<file path="config.mk">
export PLATFORM = sky130hd
export DESIGN_NAME = counter_wrap_monitor
export DESIGN_NICKNAME = d
export VERILOG_FILES = /design/src/rtl/counter_wrap_monitor.sv
export SDC_FILE = /design/constraint.sdc
export NUM_CORES = 1
export LEC_CHECK = 0
export CORE_ASPECT_RATIO = 0.6
export CORE_MARGIN = 4
export CORE_UTILIZATION = 57
export DETAILED_ROUTE_END_ITERATION = 8
export PLACE_DENSITY_LB_ADDON = 0.15
export SYNTH_ARGS = -nofsm -noshare
export SYNTH_HDL_FRONTEND = slang
export SYNTH_SLANG_ARGS = --single-unit
</file>
<file path="constraint.sdc">
create_clock -name clk -period 3.12 [get_ports clk]
set_clock_uncertainty 0.05 [all_clocks]
set_input_delay 0.624 -clock clk [delete_from_list [all_inputs] [get_ports clk]]
set_output_delay 0.624 -clock clk [all_outputs]
set_load 0.01 [all_outputs]
</file>
<file path="src/rtl/counter_wrap_monitor.sv">
// Watches an upstream counter for wrap events, measures the cycles between
// consecutive wraps and reports each measurement over a valid/ready handshake.
module counter_wrap_monitor #(
  parameter int CNT_W  = 4,
  parameter int PER_W  = 16,
  parameter int WRAP_W = 8
) (
  input  logic              clk,
  input  logic              reset,
  input  logic              arm,
  input  logic [CNT_W-1:0]  counter_in,
  input  logic              overflow_in,
  output logic              out_valid,
  input  logic              out_ready,
  output logic [PER_W-1:0]  out_period,
  output logic [WRAP_W-1:0] out_wraps,
  output logic              missed_out,
  output logic              busy
);

  localparam logic [1:0] S_IDLE       = 2'd0;
  localparam logic [1:0] S_WAIT_FIRST = 2'd1;
  localparam logic [1:0] S_MEASURE    = 2'd2;
  localparam logic [1:0] S_REPORT     = 2'd3;

  logic [1:0]        r_state;
  logic [CNT_W-1:0]  r_prev_cnt;
  logic              r_prev_vld;
  logic              r_prev_ovf;
  logic [PER_W-1:0]  r_period_cnt;
  logic              r_valid;
  logic [PER_W-1:0]  r_period;
  logic [WRAP_W-1:0] r_wraps;
  logic              r_missed;
  logic              r_busy;

  logic       w_wrap_det;
  logic       w_ovf_rise;
  logic       w_evt;
  logic [1:0] w_next_state;
  logic       w_arm_clear;
  logic       w_load;
  logic       w_count;
  logic       w_drop_valid;
  logic       w_set_missed;

  // A wrap seen on the counter value and an overflow edge in the same cycle
  // are the same physical event, so they merge into a single evt.
  assign w_wrap_det = r_prev_vld && (r_prev_cnt == '1) && (counter_in == '0);
  assign w_ovf_rise = overflow_in && !r_prev_ovf;
  assign w_evt      = w_wrap_det || w_ovf_rise;

  always_comb begin
    // NOTE: every output of this block gets a default first so no path
    // leaves a signal unassigned, which would otherwise infer a latch.
    w_next_state = r_state;
    w_arm_clear  = 1'b0;
    w_load       = 1'b0;
    w_count      = 1'b0;
    w_drop_valid = 1'b0;
    w_set_missed = 1'b0;
    case (r_state)
      S_IDLE: begin
        if (arm) begin
          w_next_state = S_WAIT_FIRST;
          w_arm_clear  = 1'b1;
        end
      end
      S_WAIT_FIRST: begin
        if (w_evt)     w_next_state = S_MEASURE;
        else if (!arm) w_next_state = S_IDLE;
      end
      S_MEASURE: begin
        if (w_evt) begin
          w_next_state = S_REPORT;
          w_load       = 1'b1;
          w_count      = 1'b1;
        end else if (!arm) begin
          w_next_state = S_IDLE;
        end
      end
      S_REPORT: begin
        w_count = w_evt;
        if (out_ready) begin
          if (w_evt) begin
            w_load = 1'b1;
          end else begin
            w_drop_valid = 1'b1;
            w_next_state = arm ? S_MEASURE : S_IDLE;
          end
        end else begin
          // Consumer stalled: the held report survives, the new one is lost.
          w_set_missed = w_evt;
        end
      end
      default: w_next_state = S_IDLE;
    endcase
  end

  always_ff @(posedge clk) begin
    // NOTE: state is updated with non-blocking assignments so every register
    // samples the pre-edge values regardless of statement order.
    if (!reset) begin
      r_state      <= S_IDLE;
      r_prev_cnt   <= '0;
      r_prev_vld   <= 1'b0;
      r_prev_ovf   <= 1'b0;
      r_period_cnt <= '0;
      r_valid      <= 1'b0;
      r_period     <= '0;
      r_wraps      <= '0;
      r_missed     <= 1'b0;
      r_busy       <= 1'b0;
    end else begin
      r_prev_cnt <= counter_in;
      r_prev_ovf <= overflow_in;
      r_prev_vld <= 1'b1;

      if (w_evt)                    r_period_cnt <= PER_W'(1);
      else if (r_period_cnt != '1)  r_period_cnt <= r_period_cnt + PER_W'(1);

      r_state <= w_next_state;
      r_busy  <= (w_next_state != S_IDLE);

      if (w_arm_clear) begin
        r_wraps  <= '0;
        r_missed <= 1'b0;
      end else begin
        if (w_count && (r_wraps != '1)) r_wraps <= r_wraps + WRAP_W'(1);
        if (w_set_missed)               r_missed <= 1'b1;
      end

      if (w_load) begin
        r_period <= r_period_cnt;
        r_valid  <= 1'b1;
      end else if (w_drop_valid) begin
        r_valid <= 1'b0;
      end
    end
  end

  assign out_valid  = r_valid;
  assign out_period = r_period;
  assign out_wraps  = r_wraps;
  assign missed_out = r_missed;
  assign busy       = r_busy;

endmodule

</file>
==> summary.md, run 1 <==
| Metric | Value |
|---|---|
| Outcome | `finished, final reports clean` |
| Crit path max-delay cell type | `or4_1` |
| Number of synthesized register bits | `51` |
| CP Data Arrival Time | `2.52 ns` |
| Total core area | `3722 sq um` |
| Final nets | `297` |
| Overall Global Routing Usage | `0.1933` |
| Area grow syn2layout | `20.76%` |
| Crit Path Max Fanout | `16` |
| Max incr delay on CP | `0.58 ns` |
| Die area | `5034 sq um` |
| Vias in the first global route | `1,590` |
| Post-synth EDFFs | `0` |
| Largest net degree at the start of global routing | `23` |
| Syn_nets | `263` |
| First-pass GRT wire length | `7617 um` |
| Post-cts hold buffer count | `0` |
| Die H | `56.58 um` |
| Htree depth | `2` |
| CTS Sinks | `51` |
| Clock share of power | `0.343` |
| Congestion Overflow GR | `0` |
| Reg2reg start | `r_period_cnt[7]` |
| Setup TNS | `0 ns` |
| CP Data Required Time | `3.30 ns` |
| Final clock period utilization by the worst path | `0.7493` |
| Root buffer cell | `clkbuf_8` |
| CTS max path bufs | `2` |
| Antenna violations before repair | `0` |
| Fraction of registers with async set/reset | `0` |
| Cell Rows | `17` |
| RSZ-0062 raised after global routing | `false` |
| Clock transition at the registers of the reported paths | `0.09 ns` |
| Sw frac | `0.2249` |
| Cell chain of the critical path | `clkdlybuf4s50_1 > nor4_4 > a32oi_2 > or4_1 > a21oi_1` |
| P_sw | `0.0002498 W` |
| Yosys cell types | `41` |
| Post-synth top area share | `0.4554` |
| DR vias/cell | `5.907` |
| Rel. slew slack | `0.3649` |
| Port bufs | `35` |
| Register area share after synthesis | `0.4554` |
| Clk Latency, worst-skew pair | `0.30 ns` |
| Peak supply drop | `283.4 uV` |
| HPWL after DPL | `3355 um` |
| 1st-iter DRT viols | `151` |
| Layout cells sized above 1 | `0.05594` |
| CTS tree | `done` |
| Synth area leaders | `dfxtp_1, nand2_1, mux2i_1` |
| Finished Cell Area | `2708 sq um` |
| Total I/O pin count | `36` |
| Startpoint types | `primary input` |
| Post-synth top flop | `dfxtp_1` |
| Placed Instance Area | `2620 sq um` |
| Combinational share of power | `0.056` |
| TritonRoute pass-1 iters | `4` |
| Maxcap violations | `0` |
| Commonest non-fill, non-tap cell in the layout | `dfxtp_1` |
| DRC errors left | `0` |
| Most frequent cells in the layout | `dfxtp_1, nand2_1, clkdlybuf4s50_1` |
| Period minus WS final | `2.338 ns` |
| Crit path from | `counter_in[1]` |
| Routed WL per cell | `14.03 um` |
| Nature of the critical path endpoint | `flop` |
| Static Leak | `0.8553 nW` |
| Sequential power share | `0.601` |
| Fmax | `427.8 MHz` |
| Crit path kind | `primary input to flop` |
| Final wirelength | `4673 um` |
| Post-synth top area cell | `dfxtp_1` |
| Antenna viol nets, final | `0` |
| Internal power | `0.0008609 W` |
| Setup violators final | `0` |
| Via Count | `1,967` |
| Die width | `88.97 um` |
| Ys Warns | `0` |
| ANT cells | `0` |
| Post-CTS setup buffer count | `0` |
| Initial Util | `0.6024` |
| Mapped Area | `2242 sq um` |
| Worst Tran Pin Value | `0.9447 ns` |
| Hold Startpoint | `out_period[0]` |
| Synthesized area per cell | `8.897 sq um` |
| RePlAce Congestion | `0.8611` |
| Hold WC Path Type | `flop to flop` |
| Max-slew violations | `0` |
| Final Hold Vio Count | `0` |
| Synth Instances | `252` |
| Final core utilization | `0.7274` |
| CTS resizes | `0` |
| Number of fill cells in the layout | `288` |
| Pwr dens | `410.2 nW/um^2` |
| CTS Buf Count | `5` |
[kinds of logic (layout without fill, tap and decap cells)]
kind of cell,Yosys count,in the layout,synth area share
and+or+nand+nor,112,112,0.2740
xor gates and xnor gates,2,2,0.007814
DFF,51,51,0.4554
adders and majority gates,2,2,0.01116
buffers and inverters,17,51,0.03404
muxes,16,16,0.07143
AOI/OAI and AO/OA,52,52,0.1462
[cell type report]
type / count / area (sq um) / area share
inverters: 6 / 22.52 / 0.008318
clock buffers: 6 / 82.58 / 0.03050
repair buffers: 38 / 372.9 / 0.1377
multi-input cells: 184 / 1145 / 0.4228
flip-flops and latches: 51 / 1021 / 0.3771
clock inverters: 1 / 5.005 / 0.001848
well taps: 47 / 58.81 / 0.02172
[per-stage QoR]
step	setup slack [ns]	total power, W	instances	hold WS [ns]
2_1_floorplan	1.163	0.0007191	252	0.4009
3_3_place_gp	0.5102	0.0007445	326	0.3925
3_5_place_dp	0.4931	0.0007450	326	0.3970
4_1_cts	0.8018	0.001122	333	0.4108
5_1_grt	0.6968	0.001160	333	0.4452
6_report	0.7823	0.001111	333	0.4067
[power by group through the flow]
stage	registers, W	logic, W	clock network, W
floorplan	0.000681	0.0000384	0
global placement	0.000683	0.0000618	0
detailed placement	0.000683	0.0000621	0
CTS	0.000668	0.0000622	0.000392
global route	0.000669	0.0000688	0.000422
finish	0.000668	0.0000622	0.000381
[layer usage]
layer,share of wire,vias up,GRT usage
met4,0.0094,0,0.05520
met2,0.41,61,0.2526
met3,0.074,8,0.05279
met1,0.51,905,0.3030
li1,-,993,-
met5,0,-,0
[final timing paths]
path              slack (ns)               end  depth (start not counted)
setup reg to reg        0.96  r_period_cnt[15]                          4
setup / recovery        0.78      out_wraps[5]                          5
hold / removal          0.41     out_period[0]                          2
hold reg to reg         0.41     out_period[0]                          2
[Yosys cell counts (2+ instances only)]
master and count:
a211oi_1 4, a21oi_1 18, a31oi_1 6, and2_1 8, and3_1 2, and4_1 3, buf_2 4, clkbuf_1 6
dfxtp_1 51, ha_1 2, inv_1 6, mux2i_1 16, nand2_1 44, nand3_1 5, nand4_1 7, nor2_1 10
nor3_1 6, nor4_1 3, nor4bb_1 2, o211ai_1 3, o21ai_0 9, o31ai_1 6, or3_1 6, or4_1 7
xnor2_1 2
[state kept, by name (all words and copies together) (netlist names)]
signal        flops
r_prev_vld        1
r_state           2
out_wraps         8
r_prev_ovf        1
r_period_cnt     16
out_period       16
busy              1
missed_out        1
out_valid         1
r_prev_cnt        4
[worst max-delay path: cells and delay by family]
family	cells	cell delay [ns]
AND/OR/NAND/NOR	2	0.95
buffers and inverters	1	0.45
AO/OA/AOI/OAI	2	0.50
Note: power is estimated with default switching activity, not from simulation.
==> inputs of run 2 (changes only) <==
--- a/config.mk
+++ b/config.mk
@@ -7,7 +7,7 @@
 export LEC_CHECK = 0
 export CORE_ASPECT_RATIO = 0.6
 export CORE_MARGIN = 4
-export CORE_UTILIZATION = 57
+export CORE_UTILIZATION = 47
 export DETAILED_ROUTE_END_ITERATION = 8
 export PLACE_DENSITY_LB_ADDON = 0.15
 export SYNTH_ARGS = -nofsm -noshare
==> constraint.sdc (replaced) <==
create_clock -name clk -period 2.1 [get_ports clk]
set_clock_uncertainty 0.05 [all_clocks]
set_input_delay 0.42 -clock clk [delete_from_list [all_inputs] [get_ports clk]]
set_output_delay 0.42 -clock clk [all_outputs]
set_load 0.01 [all_outputs]
==> run 2 against run 1 <==
  * Count of clock-buffer cells in the layout grew 1
  * Via count grew 0.66%
  * First-iteration DRC count shrank 28%
  * Setup slack lost 0.66 ns
  * Sequential power grew 48%
  * Power grew 47%
  * Global-route usage shrank 2.2 points
  * Register-to-register slack lost 0.62 ns
  * Largest power group unchanged
==> summary.md, run 2 (same netlist as run 1, synthesis figures left out) <==
| Metric | Value |
|---|---|
| Crit path kind | `primary input to flop` |
| CTS Sinks | `51 (unchanged)` |
| Largest net degree at the start of global routing | `18 (-22%)` |
| Die H | `61.50 um (+8.7%)` |
| 1st-iter DRT viols | `108 (-28%)` |
| CTS max path bufs | `2 (unchanged)` |
| Setup violators final | `0 (unchanged)` |
| Routed WL per cell | `13.28 um (-5.4%)` |
| Crit Path Max Fanout | `8 (-8)` |
| Finished Layout Cells | `363 (+9.0%)` |
| Worst Path Buf+Inv | `1 (unchanged)` |
| Vias in the first global route | `1,792 (+13%)` |
| Hold WC Path Type | `flop to flop` |
| Clock transition at the registers of the reported paths | `0.09 ns (about the same)` |
| Port bufs | `35 (unchanged)` |
| Maxcap violations | `0 (unchanged)` |
| Peak supply drop | `361.3 uV (+27%)` |
| CTS tree | `done` |
| Final nets | `310 (+4.4%)` |
| CTS Buf Count | `5 (unchanged)` |
| Total core area | `4588 sq um (+23%)` |
| Die area | `5976 sq um (+19%)` |
| Via Count | `1,980 (+0.66%)` |
| Post-Place Cells | `355 (+8.9%)` |
| HPWL after DPL | `3541 um (+5.5%)` |
| Startpoint types | `primary input` |
| Rel. slew slack | `0.6314 (+0.2665)` |
| Post-cts hold buffer count | `0 (unchanged)` |
| Congestion Overflow GR | `0 (unchanged)` |
| Cell Rows | `19 (+2)` |
| Antenna viol nets, final | `0 (unchanged)` |
| Final core utilization | `0.6199 (-0.1075)` |
| Root buffer cell | `clkbuf_8` |
| Overall Global Routing Usage | `0.1716 (-0.02164)` |
| Antenna violations before repair | `0 (unchanged)` |
| Final clock period utilization by the worst path | `0.9435` |
| Pwr dens | `574.2 nW/um^2 (+40%)` |
| Worst Tran Pin Value | `0.5508 ns (-0.3939 ns)` |
| Max incr delay on CP | `0.55 ns (-0.03 ns)` |
| Slack of the critical path | `0.1185 ns (-0.6638 ns)` |
| Htree depth | `2 (unchanged)` |
| DRC errors left | `0 (unchanged)` |
| Nature of the critical path endpoint | `flop` |
| Max-slew violations | `0 (unchanged)` |
| Commonest non-fill, non-tap cell in the layout | `dfxtp_1` |
| Pre-CTS WS | `-0.1864 ns (-0.6795 ns)` |
| Pwr Total | `0.001633 W (+47%)` |
| Number of fill cells in the layout | `407 (+41%)` |
| TritonRoute pass-1 iters | `4 (unchanged)` |
| CP Data Required Time | `2.28 ns (-1.02 ns)` |
| Total I/O pin count | `36 (unchanged)` |
| Setup TNS | `0 ns (unchanged)` |
| First-pass GRT wire length | `8369 um (+9.9%)` |
| Die width | `97.17 um (+9.2%)` |
| Clk Latency, worst-skew pair | `0.29 ns (about the same)` |
| Period minus WS final | `1.981 ns` |
| Static Leak | `0.9238 nW (+8.0%)` |
| Layout cells sized above 1 | `0.09333 (+0.03739)` |
| Top delay family on crit path | `simple AND/OR/NAND/NOR gates` |
| Final wirelength | `4819 um (+3.1%)` |
| Final Hold Vio Count | `0 (unchanged)` |
| Initial Util | `0.4887 (-0.1137)` |
| Fmax | `504.7 MHz` |
| Outcome | `finished, final reports clean` |
| Cell chain of the critical path | `clkdlybuf4s50_1 > nor4_4 > a32oi_2 > or4_1 > a21oi_1` |
| Crit path max-delay cell type | `or4_1` |
| RePlAce Congestion | `0.8623 (+0.14%)` |
| Post-CTS setup buffer count | `0 (unchanged)` |
| CTS resizes | `0 (unchanged)` |
| Area grow syn2layout | `26.84%` |
| Most frequent cells in the layout | `dfxtp_1, nand2_1, clkdlybuf4s50_1` |
| DR vias/cell | `5.455 (-7.7%)` |
| RSZ-0062 raised after global routing | `false` |
| CP Data Arrival Time | `2.16 ns (-0.36 ns)` |
| ANT cells | `0 (unchanged)` |
-- run 2: per-stage QoR --
| step | instance area (sq um) | hold WS, ns |
|---|---|---|
| after floorplan | 2242 | 0.3977 |
| after global placement | 2763 | 0.3929 |
| after detailed placement | 2763 | 0.3988 |
| after CTS | 2844 | 0.4111 |
| after global routing | 2844 | 0.4367 |
| final | 2844 | 0.4078 |
-- run 2: final timing paths --
| check | start | endpoint | slack (ns) | depth (start not counted) |
|---|---|---|---|---|
| setup / recovery | counter_in[1] | out_wraps[5] | 0.12 | 5 |
| hold / removal | out_period[9] | out_period[9] | 0.41 | 2 |
| setup reg to reg | r_period_cnt[7] | r_period_cnt[0] | 0.34 | 4 |
| hold reg to reg | out_period[9] | out_period[9] | 0.41 | 2 |
-- run 2: final cells by class --
type,instances,area [sq um],area share
flip-flops and latches,51,1021,0.3590
repair buffers,51,495.5,0.1742
clock buffers,7,76.32,0.02684
multi-input cells,184,1145,0.4026
inverters,6,22.52,0.007919
clock inverters,1,5.005,0.001760
well taps,63,78.83,0.02772
-- run 2: power breakdown --
group	switching [W]	leakage (nW)	internal, W
clock network	0.000299	0.0422	0.000234
registers	0.00000967	0.414	0.000980
logic	0.0000578	0.468	0.0000521
total	0.000366	0.924	0.00127
-- run 2: worst min-delay path, stage by stage (launching register included) --
cell,delay [ns]
dfxtp_1,0.31
nand2_1,0.05
mux2i_1,0.05
-- run 2: routing by layer --
metal | part of all wire | GRT usage
met5 | 0 | 0
met4 | 0.0064 | 0.04200
met3 | 0.062 | 0.04525
met2 | 0.39 | 0.2588
met1 | 0.54 | 0.2468
==> inputs of run 3 (changes only) <==
--- a/config.mk
+++ b/config.mk
@@ -9,7 +9,9 @@
 export CORE_MARGIN = 4
 export CORE_UTILIZATION = 47
 export DETAILED_ROUTE_END_ITERATION = 8
+export HOLD_SLACK_MARGIN = 0.08
 export PLACE_DENSITY_LB_ADDON = 0.15
+export SKIP_CTS_REPAIR_TIMING = 1
 export SYNTH_ARGS = -nofsm -noshare
 export SYNTH_HDL_FRONTEND = slang
 export SYNTH_SLANG_ARGS = --single-unit
==> results of run 3 <==
The final DEF is identical to that of run 2; final timing and power are the same.
